### src/rtl/bvh_node_box_sched.sv
// Issues one BVH node's child boxes to a shared slab unit, one per cycle in index order,
// then reports the t_max-culled hit mask and the nearest hit child.
module bvh_node_box_sched #(
   parameter int N        = 4,
   parameter int SLAB_LAT = 1,
   localparam int IW      = (N > 1) ? $clog2(N) : 1,
   localparam int CW      = $clog2(N + 1) + 1
) (
   input  logic              clk,
   input  logic              rst,
   input  logic              in_valid,
   output logic              in_ready,
   input  logic [95:0]       ray_org,
   input  logic [95:0]       ray_invd,
   input  logic [31:0]       ray_tmax,
   input  logic [N-1:0]      child_mask,
   input  logic [N*96-1:0]   child_bmin,
   input  logic [N*96-1:0]   child_bmax,
   output logic              slab_valid_in,
   output logic [95:0]       slab_org,
   output logic [95:0]       slab_invd,
   output logic [95:0]       slab_bmin,
   output logic [95:0]       slab_bmax,
   input  logic              slab_ready,
   input  logic              slab_hit,
   input  logic [31:0]       slab_t_near,
   input  logic [31:0]       slab_t_far,
   output logic              out_valid,
   input  logic              out_ready,
   output logic [N-1:0]      out_hit_mask,
   output logic              out_any_hit,
   output logic [IW-1:0]     out_nearest_idx,
   output logic [31:0]       out_nearest_t
);

   typedef enum logic [1:0] {S_IDLE, S_ISSUE, S_DRAIN, S_DONE} state_t;

   localparam logic [31:0] T_INF = 32'h7FFF_FFFF;

   state_t              r_state;
   state_t              w_state_next;
   logic [95:0]         r_org;
   logic [95:0]         r_invd;
   logic [31:0]         r_tmax;
   logic [N*96-1:0]     r_bmin;
   logic [N*96-1:0]     r_bmax;
   logic [N-1:0]        r_pend;
   logic [CW-1:0]       r_cnt;
   logic [IW-1:0]       r_tag [SLAB_LAT];
   logic [N-1:0]        r_hit_mask;
   logic [IW-1:0]       r_nearest_idx;
   logic [31:0]         r_nearest_t;

   logic [95:0]         w_box_lo [N];
   logic [95:0]         w_box_hi [N];
   logic [IW-1:0]       w_issue_idx;
   logic [N-1:0]        w_pend_after;
   logic                w_issue;
   logic                w_accept;
   logic                w_last;
   logic                w_res_ok;
   logic [IW-1:0]       w_res_idx;
   logic                w_qual;
   logic [31:0]         w_key;
   logic                w_closer;
   logic [CW-1:0]       w_cnt_next;

   generate
      for (genvar gi = 0; gi < N; gi++) begin : g_box
         assign w_box_lo[gi] = r_bmin[gi*96 +: 96];
         assign w_box_hi[gi] = r_bmax[gi*96 +: 96];
      end
   endgenerate

   // Lowest pending child wins, giving ascending issue order.
   always_comb begin
      w_issue_idx = '0;
      for (int i = N - 1; i >= 0; i--) begin
         if (r_pend[i]) w_issue_idx = IW'(i);
      end
   end

   assign w_pend_after = r_pend & ~(N'(1) << w_issue_idx);
   assign w_last       = (w_pend_after == '0);
   assign w_accept     = (r_state == S_IDLE) && in_valid;

   // A result with nothing outstanding is stale (e.g. issued before a reset) and is dropped.
   assign w_res_ok   = slab_ready && (r_cnt != '0);
   assign w_res_idx  = r_tag[SLAB_LAT-1];
   assign w_qual     = w_res_ok && slab_hit && ($signed(slab_t_near) <= $signed(r_tmax));
   assign w_key      = slab_t_near[31] ? 32'd0 : slab_t_near;
   assign w_closer   = w_qual && ($signed(w_key) < $signed(r_nearest_t));
   assign w_cnt_next = r_cnt + CW'(w_issue) - CW'(w_res_ok);

   always_ff @(posedge clk or posedge rst) begin
      if (rst) r_state <= S_IDLE;
      else     r_state <= w_state_next;
   end

   always_comb begin
      w_state_next = r_state;
      case (r_state)
         S_IDLE:  if (in_valid) w_state_next = (child_mask == '0) ? S_DONE : S_ISSUE;
         S_ISSUE: if (w_last) w_state_next = S_DRAIN;
         S_DRAIN: if (w_cnt_next == '0) w_state_next = S_DONE;
         S_DONE:  if (out_ready) w_state_next = S_IDLE;
         default: w_state_next = S_IDLE;
      endcase
   end

   always_comb begin
      in_ready      = (r_state == S_IDLE) && !rst;
      w_issue       = (r_state == S_ISSUE);
      slab_valid_in = w_issue;
      out_valid     = (r_state == S_DONE);
   end

   always_ff @(posedge clk or posedge rst) begin
      if (rst) begin
         r_org         <= '0;
         r_invd        <= '0;
         r_tmax        <= '0;
         r_bmin        <= '0;
         r_bmax        <= '0;
         r_pend        <= '0;
         r_cnt         <= '0;
         r_hit_mask    <= '0;
         r_nearest_idx <= '0;
         r_nearest_t   <= T_INF;
      end else begin
         r_cnt <= w_cnt_next;
         if (w_accept) begin
            r_org         <= ray_org;
            r_invd        <= ray_invd;
            r_tmax        <= ray_tmax;
            r_bmin        <= child_bmin;
            r_bmax        <= child_bmax;
            r_pend        <= child_mask;
            r_hit_mask    <= '0;
            r_nearest_idx <= '0;
            r_nearest_t   <= T_INF;
         end else begin
            if (w_issue) r_pend <= w_pend_after;
            if (w_qual) r_hit_mask[w_res_idx] <= 1'b1;
            if (w_closer) begin
               r_nearest_idx <= w_res_idx;
               r_nearest_t   <= w_key;
            end
         end
      end
   end

   // Tag pipe mirrors the slab latency so each result finds its child index.
   always_ff @(posedge clk or posedge rst) begin
      if (rst) begin
         for (int i = 0; i < SLAB_LAT; i++) r_tag[i] <= '0;
      end else begin
         r_tag[0] <= w_issue_idx;
         for (int i = 1; i < SLAB_LAT; i++) r_tag[i] <= r_tag[i-1];
      end
   end

   assign slab_org        = r_org;
   assign slab_invd       = r_invd;
   assign slab_bmin       = w_box_lo[w_issue_idx];
   assign slab_bmax       = w_box_hi[w_issue_idx];
   assign out_hit_mask    = r_hit_mask;
   assign out_any_hit     = |r_hit_mask;
   assign out_nearest_idx = r_nearest_idx;
   assign out_nearest_t   = r_nearest_t;

endmodule

### config.mk
export PLATFORM = sky130hd
export DESIGN_NAME = bvh_node_box_sched
export DESIGN_NICKNAME = d
export VERILOG_FILES = /design/src/rtl/bvh_node_box_sched.sv
export SDC_FILE = /design/constraint.sdc
export NUM_CORES = 2
export LEC_CHECK = 0
export ABC_CLOCK_PERIOD_IN_PS = 39900
export BUFFER_PORTS_ARGS = -buffer_cell sky130_fd_sc_hd__buf_2
export CORE_AREA = 2 2 589 591
export CTS_BUF_LIST = sky130_fd_sc_hd__clkbuf_4 sky130_fd_sc_hd__clkbuf_8
export DETAILED_ROUTE_END_ITERATION = 8
export DIE_AREA = 0 0 591 593
export GPL_ROUTABILITY_DRIVEN = 0
export SYNTH_ARGS = -nofsm -noshare
export SYNTH_HDL_FRONTEND = slang
export SYNTH_SLANG_ARGS = --single-unit
### constraint.sdc
create_clock -name clk -period 39.9 [get_ports clk]
set_input_delay 3.99 -clock clk [delete_from_list [all_inputs] [get_ports clk]]
set_output_delay 3.99 -clock clk [all_outputs]
set_load 0.02 [all_outputs]
==> run metrics <==
Tot GR Track Use=17.44%; CTS tree=yes; Max IR drop VDD=55.51 µV; smallest hold slack=462.4 ps; area grow syn2layout=36.42%; Place WS=31,130 ps; htree depth=4; Most used DFF post-synth=dfrtp_1; Power Dens Cells=98.82 nW/µm²; Setup crit start=r_pend[2]$_DFFE_PP0P_; area of placed instances=58,990 µm²; largest net degree at the start of global routing=188; Sw Pwr=3.253 mW; row count=216; top-count cell post-synth=nand2_1; Post-CTS Setup Inserts=0; HPWL Detailed=258,500 µm; Final Cycle Share=24.01%; DRC=0; critical path's slowest cell=a211oi_2; Worst Tran Pin Value=roughly 1400 ps; Vias per Instance=3.905; Avg WL per Cell=26.66 µm; ys async rst share=100.0%; Tmin final=9582 ps; DRT iter0 DRCs=3,513; proportion of layout cells with a drive suffix above 1=27.06%; vias=around 46,000; Synth top area share=54.11%; Worst R2R Start=r_state[0]$_DFFE_PP0P_; crit-path max cell delay=780 ps; Initial DRT Pass Iterations=5; worst relative slew slack=9.163%; #FFs+latches synth=1,041; Initial Utilization=a little over an eighth; RSZ-0062 raised after global routing=false; CTS Root Cell=clkbuf_8; sequential share of power=29.0%; Synth Instances=5,713; Startpoint Class=flip-flop; die width=591 µm; Final Max Tran Viols=0; DRT Wirelength=about 320,000 µm; crit-path max FO=65; Final Worst Setup Slack=30,320 ps; CP arrival=5590 ps; first-pass GRT wire length=408,700 µm; post-synth cell types=54; Core ar.=roughly 340,000 µm²; internal power=3.045 mW; IO Count=1,492; Clock Pin Slew Worst Setup and Hold Paths=60 ps; die area=between 300,000 and 400,000 µm²; Fmax achieved=104.4 MHz; Synth Warn #=0; outcome=complete, no violations; Worst Min Path Start=r_bmin[200]$_DFFE_PP0P_; Final Hold Vio Count=0; leakage power=around 33 nW; Die Span Y=593 µm; leading area contributor after synthesis=dfrtp_1; Finish-stage setup viols=0; number of enable flip-flop cells after synthesis=0; Netlist Area Pre-Place=46,710 µm²; Congestion Overflow GR=0; critical path capture point type=primary output; CTS resizes=0; Switching Fraction=between 50% and 60%; Synth Net Count=6,852; antenna viol nets, final=0; Design Area, Final=63,720 µm²; Synth top cells by count=3,312 x nand2_1, 1,010 x dfrtp_1, 347 x clkbuf_1; CP most frequent cell=buf_4; later-pin clock latency in the skew report=1060 ps; Final nets=about 8,200; clk buf depth=4; CTS hold repair buffers=0; clock group share of total power=19.4%; vias in the first global route=approximately 44,000; Crit Path Class=reg2out; sequential element share of the synthesized area=55.85%; final core occ=18.49%; initial antenna violation count=about 340; CP required=35,910 ps; critical-path cell list=nor2b_4 > buf_4 > buf_4 > buf_4 > nor2b_1 > a211oi_2 > a31oi_1 > buf_2; max-cap viol count=0; Post-Syn Area per Cell=8.176 µm²; Comb pwr share=51.6%; TritonCTS buffer count=approximately 210; setup tns final=0 ps; largest cells by area after synthesis=dfrtp_1 54%, nand2_1 27%, a211oi_1 3.1%, nor2b_1 3.0%, clkbuf_1 2.8%; Port Buffers=roughly 1,500; clk sinks=approximately 1,000; HP Class=reg2reg; Worst Skew=114.5 ps
==> cells by family (layout without fill, tap and decap cells) <==
logic type                 after synthesis  after routing  share of synthesized area [%]
other                                    1             94                       0.008028
buffers and inverters                  448           1968                          3.755
adders and majority gates               74             74                          1.993
muxes                                    1              1                        0.02143
DFF                                   1041           1041                          55.85
xor gates and xnor gates                 2              2                        0.03751
and+or+nand+nor                       3631           3631                          30.72
AOI/OAI and AO/OA                      515            515                          7.613
==> state kept, by name, summed over array words and instances (netlist names) <==
register / cells
out_hit_mask: 4
out_nearest_idx: 2
out_nearest_t: 31
r_bmax: 384
r_bmin: 384
r_cnt: 4
r_pend: 4
r_state: 2
r_tag: 2
r_tmax: 32
slab_invd: 96
slab_org: 96
==> cell usage in the layout, fill, tap and decap left out, types with 3 or more instances in the layout <==
cell,Yosys,layout
nand2b_1,3,3
dfrtp_1,1010,1010
o211ai_2,13,13
clkinv_2,0,26
inv_1,81,79
buf_2,3,1458
a211oi_1,195,182
inv_8,0,5
ha_1,72,72
nor3_1,3,3
o21ai_0,45,45
o211ai_1,20,20
a31oi_1,196,196
diode_2,0,93
buf_12,1,8
nand4_1,14,14
clkbuf_4,0,61
nor2_1,18,18
a211oi_2,0,13
clkbuf_8,0,253
nand3_1,42,42
clkinv_4,0,3
nor2b_1,225,224
bufinv_16,0,9
a21oi_1,23,23
clkinvlp_4,0,3
a21o_1,11,11
dfstp_2,31,31
nand2_1,3312,3311
buf_4,4,58
==> cell type report <==
cell class | instances | area (µm²)
antenna | 93 | 232.7
fill | 39240 | 280900
clock buffer | 314 | 3940
inverter | 81 | 319.1
multi-input combinational | 4224 | 18960
sequential | 1041 | 26090
clock inverter | 49 | 563.0
timing repair buffer | 1524 | 7893
tap | 4578 | 5728
==> power by group through the flow <==
stage	clock network (mW)	registers [mW]	logic (mW)
5_1_grt	1.31	1.88	3.56
6_report	1.22	1.83	3.25
3_5_place_dp	0	1.84	3.32
3_3_place_gp	0	1.82	3.29
4_1_cts	1.26	1.82	3.33
2_1_floorplan	0	1.90	1.53
==> metrics by stage <==
step	instances	total power, mW
2_1_floorplan	5713	3.437
3_3_place_gp	11450	5.111
3_5_place_dp	11450	5.152
4_1_cts	11810	6.412
5_1_grt	11850	6.745
6_report	11900	6.297
==> path summary, 6_finish.rpt <==
check	endpoint	cells after the start	slack (ps)
max	slab_bmax[24]	8	30320
min	r_bmin[200]$_DFFE_PP0P_	2	460
max reg2reg	r_bmax[110]$_DFFE_PP0P_	9	34880
min reg2reg	r_bmin[200]$_DFFE_PP0P_	2	460
max in group asynchronous	r_bmin[250]$_DFFE_PP0P_	7	32340
min in group asynchronous	r_tmax[5]$_DFFE_PP0P_	2	3130
==> critical path: cells and delay by family (launching register included) <==
family          cells  cell delay, ps
buf+inv             4            2310
simple gates        2             760
compound gates      2            1020
flops               1             450
==> layer usage <==
metal  vias to the layer above  wire length [µm]  global-route usage, %
met5                         -              1535                      0
met4                       238             15750                  7.269
met3                       822             48550                  11.43
met2                      2265            130000                  25.34
met1                     22190            121600                  19.97
li1                      20970                 -                      -
(Power assumes the default switching activity.)
